--- config.mk ---
export PLATFORM = sky130hd
export DESIGN_NAME = dca_matrix_lsu_read_path
export DESIGN_NICKNAME = d
export VERILOG_FILES = /design/src/rtl/dca_matrix_lsu_read_path.sv
export SDC_FILE = /design/constraint.sdc
export NUM_CORES = 1
export LEC_CHECK = 0
export CORE_MARGIN = 1.5
export CORE_UTILIZATION = 46
export DETAILED_ROUTE_END_ITERATION = 8
export MAX_ROUTING_LAYER = met4
export PLACE_DENSITY = 0.8
export SLEW_MARGIN = 25
export SYNTH_ARGS = -nofsm -noshare
export SYNTH_HDL_FRONTEND = slang
export SYNTH_SLANG_ARGS = --single-unit
export TNS_END_PERCENT = 30
--- constraint.sdc ---
create_clock -name clk -period 3.4 [get_ports clk]
set_input_delay 1.02 -clock clk [delete_from_list [all_inputs] [get_ports clk]]
set_output_delay 1.02 -clock clk [all_outputs]
set_load 0.02 [all_outputs]
--- src/rtl/dca_matrix_lsu_read_path.sv ---
// Read-side LSU data path of the DCA matrix engine: issues LPIXM read requests,
// tracks outstanding bursts in order and streams returned (or zero-filled) beats.
module dca_matrix_lsu_read_path #(
  parameter int unsigned BW_AXI_ADDR       = 32,
  parameter int unsigned BW_AXI_DATA       = 32,
  parameter int unsigned BW_AXI_ALEN       = 8,
  parameter int unsigned BW_BITADDR        = 35,
  parameter int unsigned BW_LPI_BURDEN     = 1,
  parameter int unsigned OUTSTANDING_DEPTH = 4
) (
  input  logic                     clk,
  input  logic                     rst,
  input  logic                     clear,
  input  logic                     is_read_inst,
  input  logic                     txn_valid,
  input  logic [BW_BITADDR-1:0]    txn_bitaddr,
  input  logic [BW_AXI_ALEN-1:0]   txn_alen,
  input  logic                     txn_skip,
  input  logic [BW_LPI_BURDEN-1:0] txn_burden,
  output logic                     txn_ready,
  output logic                     req_valid,
  input  logic                     req_ready,
  output logic [BW_AXI_ADDR-1:0]   req_addr,
  output logic [BW_AXI_ALEN-1:0]   req_alen,
  output logic [BW_LPI_BURDEN-1:0] req_burden,
  input  logic                     rsp_valid,
  output logic                     rsp_ready,
  input  logic [BW_AXI_DATA-1:0]   rsp_data,
  input  logic                     rsp_last,
  output logic                     rdata_valid,
  input  logic                     rdata_ready,
  output logic [BW_AXI_DATA-1:0]   rdata,
  output logic                     rdata_last,
  output logic                     busy,
  output logic                     err_last
);

  localparam int unsigned BEAT_LSB = $clog2(BW_AXI_DATA / 8);
  localparam int unsigned PTR_W    = $clog2(OUTSTANDING_DEPTH);
  localparam logic [PTR_W:0] FULL_CNT = (PTR_W + 1)'(OUTSTANDING_DEPTH);
  localparam logic [PTR_W:0] ONE_CNT  = (PTR_W + 1)'(1);

  typedef enum logic [1:0] {
    ST_IDLE,
    ST_BUS,
    ST_ZERO
  } state_e;

  state_e                   state_q, state_d;
  logic                     req_valid_q, req_valid_d;
  logic [BW_AXI_ADDR-1:0]   req_addr_q, req_addr_d;
  logic [BW_AXI_ALEN-1:0]   req_alen_q, req_alen_d;
  logic [BW_LPI_BURDEN-1:0] req_burden_q, req_burden_d;
  logic [BW_AXI_ALEN-1:0]   beat_q, beat_d;
  logic [PTR_W-1:0]         rd_ptr_q, rd_ptr_d;
  logic [PTR_W-1:0]         wr_ptr_q, wr_ptr_d;
  logic [PTR_W:0]           count_q, count_d;
  logic                     rdata_valid_q, rdata_valid_d;
  logic                     rdata_last_q, rdata_last_d;
  logic [BW_AXI_DATA-1:0]   rdata_q, rdata_d;
  logic                     err_q, err_d;

  logic                     skip_mem_q [OUTSTANDING_DEPTH];
  logic [BW_AXI_ALEN-1:0]   alen_mem_q [OUTSTANDING_DEPTH];

  logic out_ok;
  logic head_last;
  logic beat_fire;
  logic push;
  logic pop;
  logic tracker_full;
  logic unused_bits;

  assign unused_bits = ^txn_bitaddr[3+BEAT_LSB-1:0];

  always_comb begin
    out_ok    = !rdata_valid_q || rdata_ready;
    head_last = (beat_q == alen_mem_q[rd_ptr_q]);
    rsp_ready = (state_q == ST_BUS) && out_ok;
    beat_fire = ((state_q == ST_BUS) && rsp_valid && out_ok) ||
                ((state_q == ST_ZERO) && out_ok);
    pop       = beat_fire && head_last;
    // A pop in this cycle frees a slot, so a full tracker can still accept.
    tracker_full = (count_q == FULL_CNT) && !pop;
    txn_ready    = !tracker_full && (txn_skip || !req_valid_q || req_ready);
    push         = txn_valid && is_read_inst && txn_ready;

    req_valid_d  = req_valid_q;
    req_addr_d   = req_addr_q;
    req_alen_d   = req_alen_q;
    req_burden_d = req_burden_q;
    if (req_valid_q && req_ready) begin
      req_valid_d = 1'b0;
    end
    if (push && !txn_skip) begin
      req_valid_d  = 1'b1;
      req_addr_d   = {txn_bitaddr[BW_BITADDR-1:3+BEAT_LSB], {BEAT_LSB{1'b0}}};
      req_alen_d   = txn_alen;
      req_burden_d = txn_burden;
    end

    rd_ptr_d = pop  ? rd_ptr_q + 1'b1 : rd_ptr_q;
    wr_ptr_d = push ? wr_ptr_q + 1'b1 : wr_ptr_q;
    count_d  = count_q;
    if (push && !pop) begin
      count_d = count_q + 1'b1;
    end else if (pop && !push) begin
      count_d = count_q - 1'b1;
    end

    // Next state follows whichever entry will be at the head after this edge,
    // bypassing the entry being pushed when it lands in an empty tracker.
    state_d = state_q;
    if (count_d == '0) begin
      state_d = ST_IDLE;
    end else if ((count_q == '0) || (pop && (count_q == ONE_CNT))) begin
      state_d = txn_skip ? ST_ZERO : ST_BUS;
    end else if (pop) begin
      state_d = skip_mem_q[rd_ptr_q + 1'b1] ? ST_ZERO : ST_BUS;
    end

    beat_d        = beat_q;
    rdata_valid_d = rdata_valid_q;
    rdata_d       = rdata_q;
    rdata_last_d  = rdata_last_q;
    err_d         = err_q;
    if (rdata_valid_q && rdata_ready) begin
      rdata_valid_d = 1'b0;
    end
    if (beat_fire) begin
      rdata_valid_d = 1'b1;
      rdata_d       = (state_q == ST_BUS) ? rsp_data : '0;
      rdata_last_d  = head_last;
      beat_d        = head_last ? '0 : beat_q + 1'b1;
      if ((state_q == ST_BUS) && (rsp_last != head_last)) begin
        err_d = 1'b1;
      end
    end
  end

  always_ff @(posedge clk) begin
    if (rst || clear) begin
      state_q       <= ST_IDLE;
      req_valid_q   <= 1'b0;
      req_addr_q    <= '0;
      req_alen_q    <= '0;
      req_burden_q  <= '0;
      beat_q        <= '0;
      rd_ptr_q      <= '0;
      wr_ptr_q      <= '0;
      count_q       <= '0;
      rdata_valid_q <= 1'b0;
      rdata_last_q  <= 1'b0;
      rdata_q       <= '0;
      err_q         <= 1'b0;
    end else begin
      state_q       <= state_d;
      req_valid_q   <= req_valid_d;
      req_addr_q    <= req_addr_d;
      req_alen_q    <= req_alen_d;
      req_burden_q  <= req_burden_d;
      beat_q        <= beat_d;
      rd_ptr_q      <= rd_ptr_d;
      wr_ptr_q      <= wr_ptr_d;
      count_q       <= count_d;
      rdata_valid_q <= rdata_valid_d;
      rdata_last_q  <= rdata_last_d;
      rdata_q       <= rdata_d;
      err_q         <= err_d;
    end
  end

  always_ff @(posedge clk) begin
    if (push) begin
      skip_mem_q[wr_ptr_q] <= txn_skip;
      alen_mem_q[wr_ptr_q] <= txn_alen;
    end
  end

  assign req_valid   = req_valid_q;
  assign req_addr    = req_addr_q;
  assign req_alen    = req_alen_q;
  assign req_burden  = req_burden_q;
  assign rdata_valid = rdata_valid_q;
  assign rdata       = rdata_q;
  assign rdata_last  = rdata_last_q;
  assign err_last    = err_q;
  assign busy        = (count_q != '0) || req_valid_q || rdata_valid_q;

endmodule

==> reports/qor.csv <==
metric;value;unit
num ports;166;
register area share after synthesis;59.2;%
Peak Freq;290;MHz
die height;107;um
max-cap viol count;0;
instance count on the critical path;8;
WL per Instance;15.7;um
Clock Latency Late Sink;510;ps
htree depth;4;
FF-to-FF setup slack;410;ps
die area;11500;um2
CP Cell Sequence;buf_12 -> mux4_2 -> xnor2_2 -> nand4_1 -> nor3_4 -> inv_2 -> a21oi_2 -> buf_6;
Worst Path Required;2380;ps
top post-synthesis cells by count;97 x nor2_1, 94 x dfxtp_1, 41 x mux2i_1, 36 x edfxtp_1, 32 x a22oi_1;
largest net degree at the start of global routing;36;
Slew HR;62.0;%
Final Hold Violating Endpoints;0;
CTS Hold Bufs;0;
drt first pass iters;5;
Detailed Route WL;11.9;mm
first-pass GRT wire length;18.6;mm
DP Cell Count;721;
Final Critical Period;3450;ps
worst path bufs/invs;3;
maximum vdd ir drop;0.322;mV
#FFs+latches synth;130;
failing checks;setup timing;
nets@finish;702;
ys async rst share;0;%
Syn-to-layout area delta;48.8;%
global routing usage on met2;37.1;%
setup ws final;-53.2;ps
initial drt markers;191;
Final period util;102;%
Bufs on Longest Clock Path;2;
total grt overflow;0;
Worst path max stage delay;550;ps
vias per inst;5.16;
Main synth FF type;dfxtp_1;
Syn Inst Count;433;
CP endpoint;txn_ready;
Distinct cells, synth;41;
Yosys top cell by area;dfxtp_1;
critical path launch point type;register;
Num CTS Buffers;17;
Synth top area share;37.6;%
ranking of synthesized cells by area;dfxtp_1 38%, edfxtp_1 22%, mux2i_1 8.2%;
Max Slew Vio Count;0;
TritonCTS sink count;130;
Avg Inst Size Synth;11.6;um2
CP Capture Type;output pin;
die width;107;um
Core Region;10500;um2
Crit Reg-Reg Endpoint;req_addr[29];
most common cell in the synthesized netlist;nor2_1;
post-route antenna net violation count;0;
row count;37;
Clock Skew;8.05;ps
RSZ-0062 raised after global routing;true;
M3 GR Usage;4.72;%
post-place setup slack;-496;ps
CTS tree;yes;
Reg clk slew, reported paths;50;ps
initial antenna violation count;0;
met1 usage;24.2;%
Via Count;3903;
YS warnings;0;
Crit Path Category;reg -> out;
Cell Area, Synth;5010;um2
leak pwr;0.00287;uW
CTS root buf;clkbuf_8;
vias in the first global route;3865;
GRT Total Usage;21.6;%
GRT Max-Usage Layer;met2;
initial core utilization;47.8;%
PwrDens;485;nW/um2
Fill cells;766;
status;finished, violations left;
setup violation total in the final timing report;1;
Worst EP arrival;2430;ps
Top Family by Delay on Critical Path;multiplexers;
Final Power;3610;uW
# diodes;0;
Post-synth EDFFs;36;
DRC viols;0;
Hold Path Class;reg -> reg;
crit path max fanout;8;
slowest stage cell on the critical path;mux4_2;
share of cells above drive strength 1;11.8;%
Buffers on Ports;158;
R2R depth;10;
GPL Wtd Cong;0.839;
DP HPWL;8.49;mm
Final Non-Filler Cells;756;
worst hold slack;470;ps
Slew @ Worst Pin;571;ps
## tightest hold or removal path, cell delays in order (launching register included)
cell,delay (ps)
dfxtp_1,320
a21oi_1,40
nor2_1,70
## cell type report
cell class | instances | area (um2) | area share, %
clock buffers | 20 | 447 | 6.00
clock inverters | 12 | 133 | 1.78
inverters | 10 | 37.5 | 0.504
multi-input cells | 268 | 1910 | 25.7
flip-flops and latches | 130 | 2960 | 39.8
well taps | 136 | 170 | 2.28
repair buffers | 180 | 1780 | 24.0
## what timing repair did
item                       in CTS  in global routing
pin swaps                       1                  4
gates cloned                    0                  0
setup buffers                   1                  2
resized for setup               6                  7
setup endpoints to repair       2                  1
## worst min-delay path by stage
stage,depth (start not counted),slack (ps),startpoint,endpoint
finish,2,470,err_last,err_last
global route,2,530,rdata[24],rdata[24]
CTS,2,480,err_last,err_last
detailed placement,2,460,err_last,err_last
global placement,2,450,err_last,err_last
floorplan,2,490,beat_q[1],beat_q[1]
## registers in the layout (all words and copies together), names as in the netlist, named ones only
register     flops
count_q          3
wr_ptr_q         2
state_q          2
alen_mem_q      32
rd_ptr_q         2
req_valid        1
rdata_last       1
rdata_valid      1
req_alen         8
req_burden       1
err_last         1
rdata           32
req_addr        30
skip_mem_q       4
beat_q           8
## layer usage
metal  vias to the layer above  share of wire (%)
li1                       1866                  -
met1                      1860                 41
met2                       161                 51
met3                        16                5.2
met4                         0                2.0
met5                         -                  0
## report_power, final
group / total, uW / switching, uW / leakage [uW] / internal, uW
combinational: 260 / 113 / 0.00152 / 147
clock: 1730 / 649 / 0.000266 / 1090
sequential: 1620 / 8.50 / 0.00109 / 1610
## stage by stage
stage	util [%]	area [um2]	TNS, ps
final	71.2	7450	-53.2
after global routing	71.2	7450	-178
after CTS	70.8	7400	-140
after detailed placement	65.2	6820	-673
after global placement	65.2	6820	-602
after floorplan	-	5010	0
## placed cells by master (no fill, tap or decap), types with 3 or more instances in the layout
| cell | count |
|---|---|
| a21oi_1 | 6 |
| a22oi_1 | 32 |
| and2_1 | 5 |
| buf_12 | 3 |
| buf_4 | 19 |
| clkbuf_16 | 17 |
| clkdlybuf4s50_1 | 156 |
| clkinvlp_4 | 5 |
| dfxtp_1 | 93 |
| edfxtp_1 | 36 |
| ha_1 | 9 |
| inv_1 | 9 |
| mux2i_1 | 41 |
| mux4_2 | 9 |
| nand2_1 | 10 |
| nand3_1 | 3 |
| nand4_1 | 4 |
| nor2_1 | 97 |
| xnor2_1 | 13 |
| xnor2_2 | 3 |
| xor2_1 | 7 |
## cell families (layout without fill, tap and decap cells)
logic type | count (synthesis) | after routing | synth area share, %
DFF | 130 | 130 | 59.2
and+or+nand+nor | 130 | 130 | 11.1
AOI/OAI and AO/OA | 54 | 54 | 7.97
muxes | 50 | 50 | 12.2
buffers and inverters | 36 | 222 | 3.17
xor gates and xnor gates | 23 | 23 | 4.02
adders and majority gates | 9 | 9 | 2.25
other | 1 | 2 | 0.0749
Power figures use the tool's default switching activity.
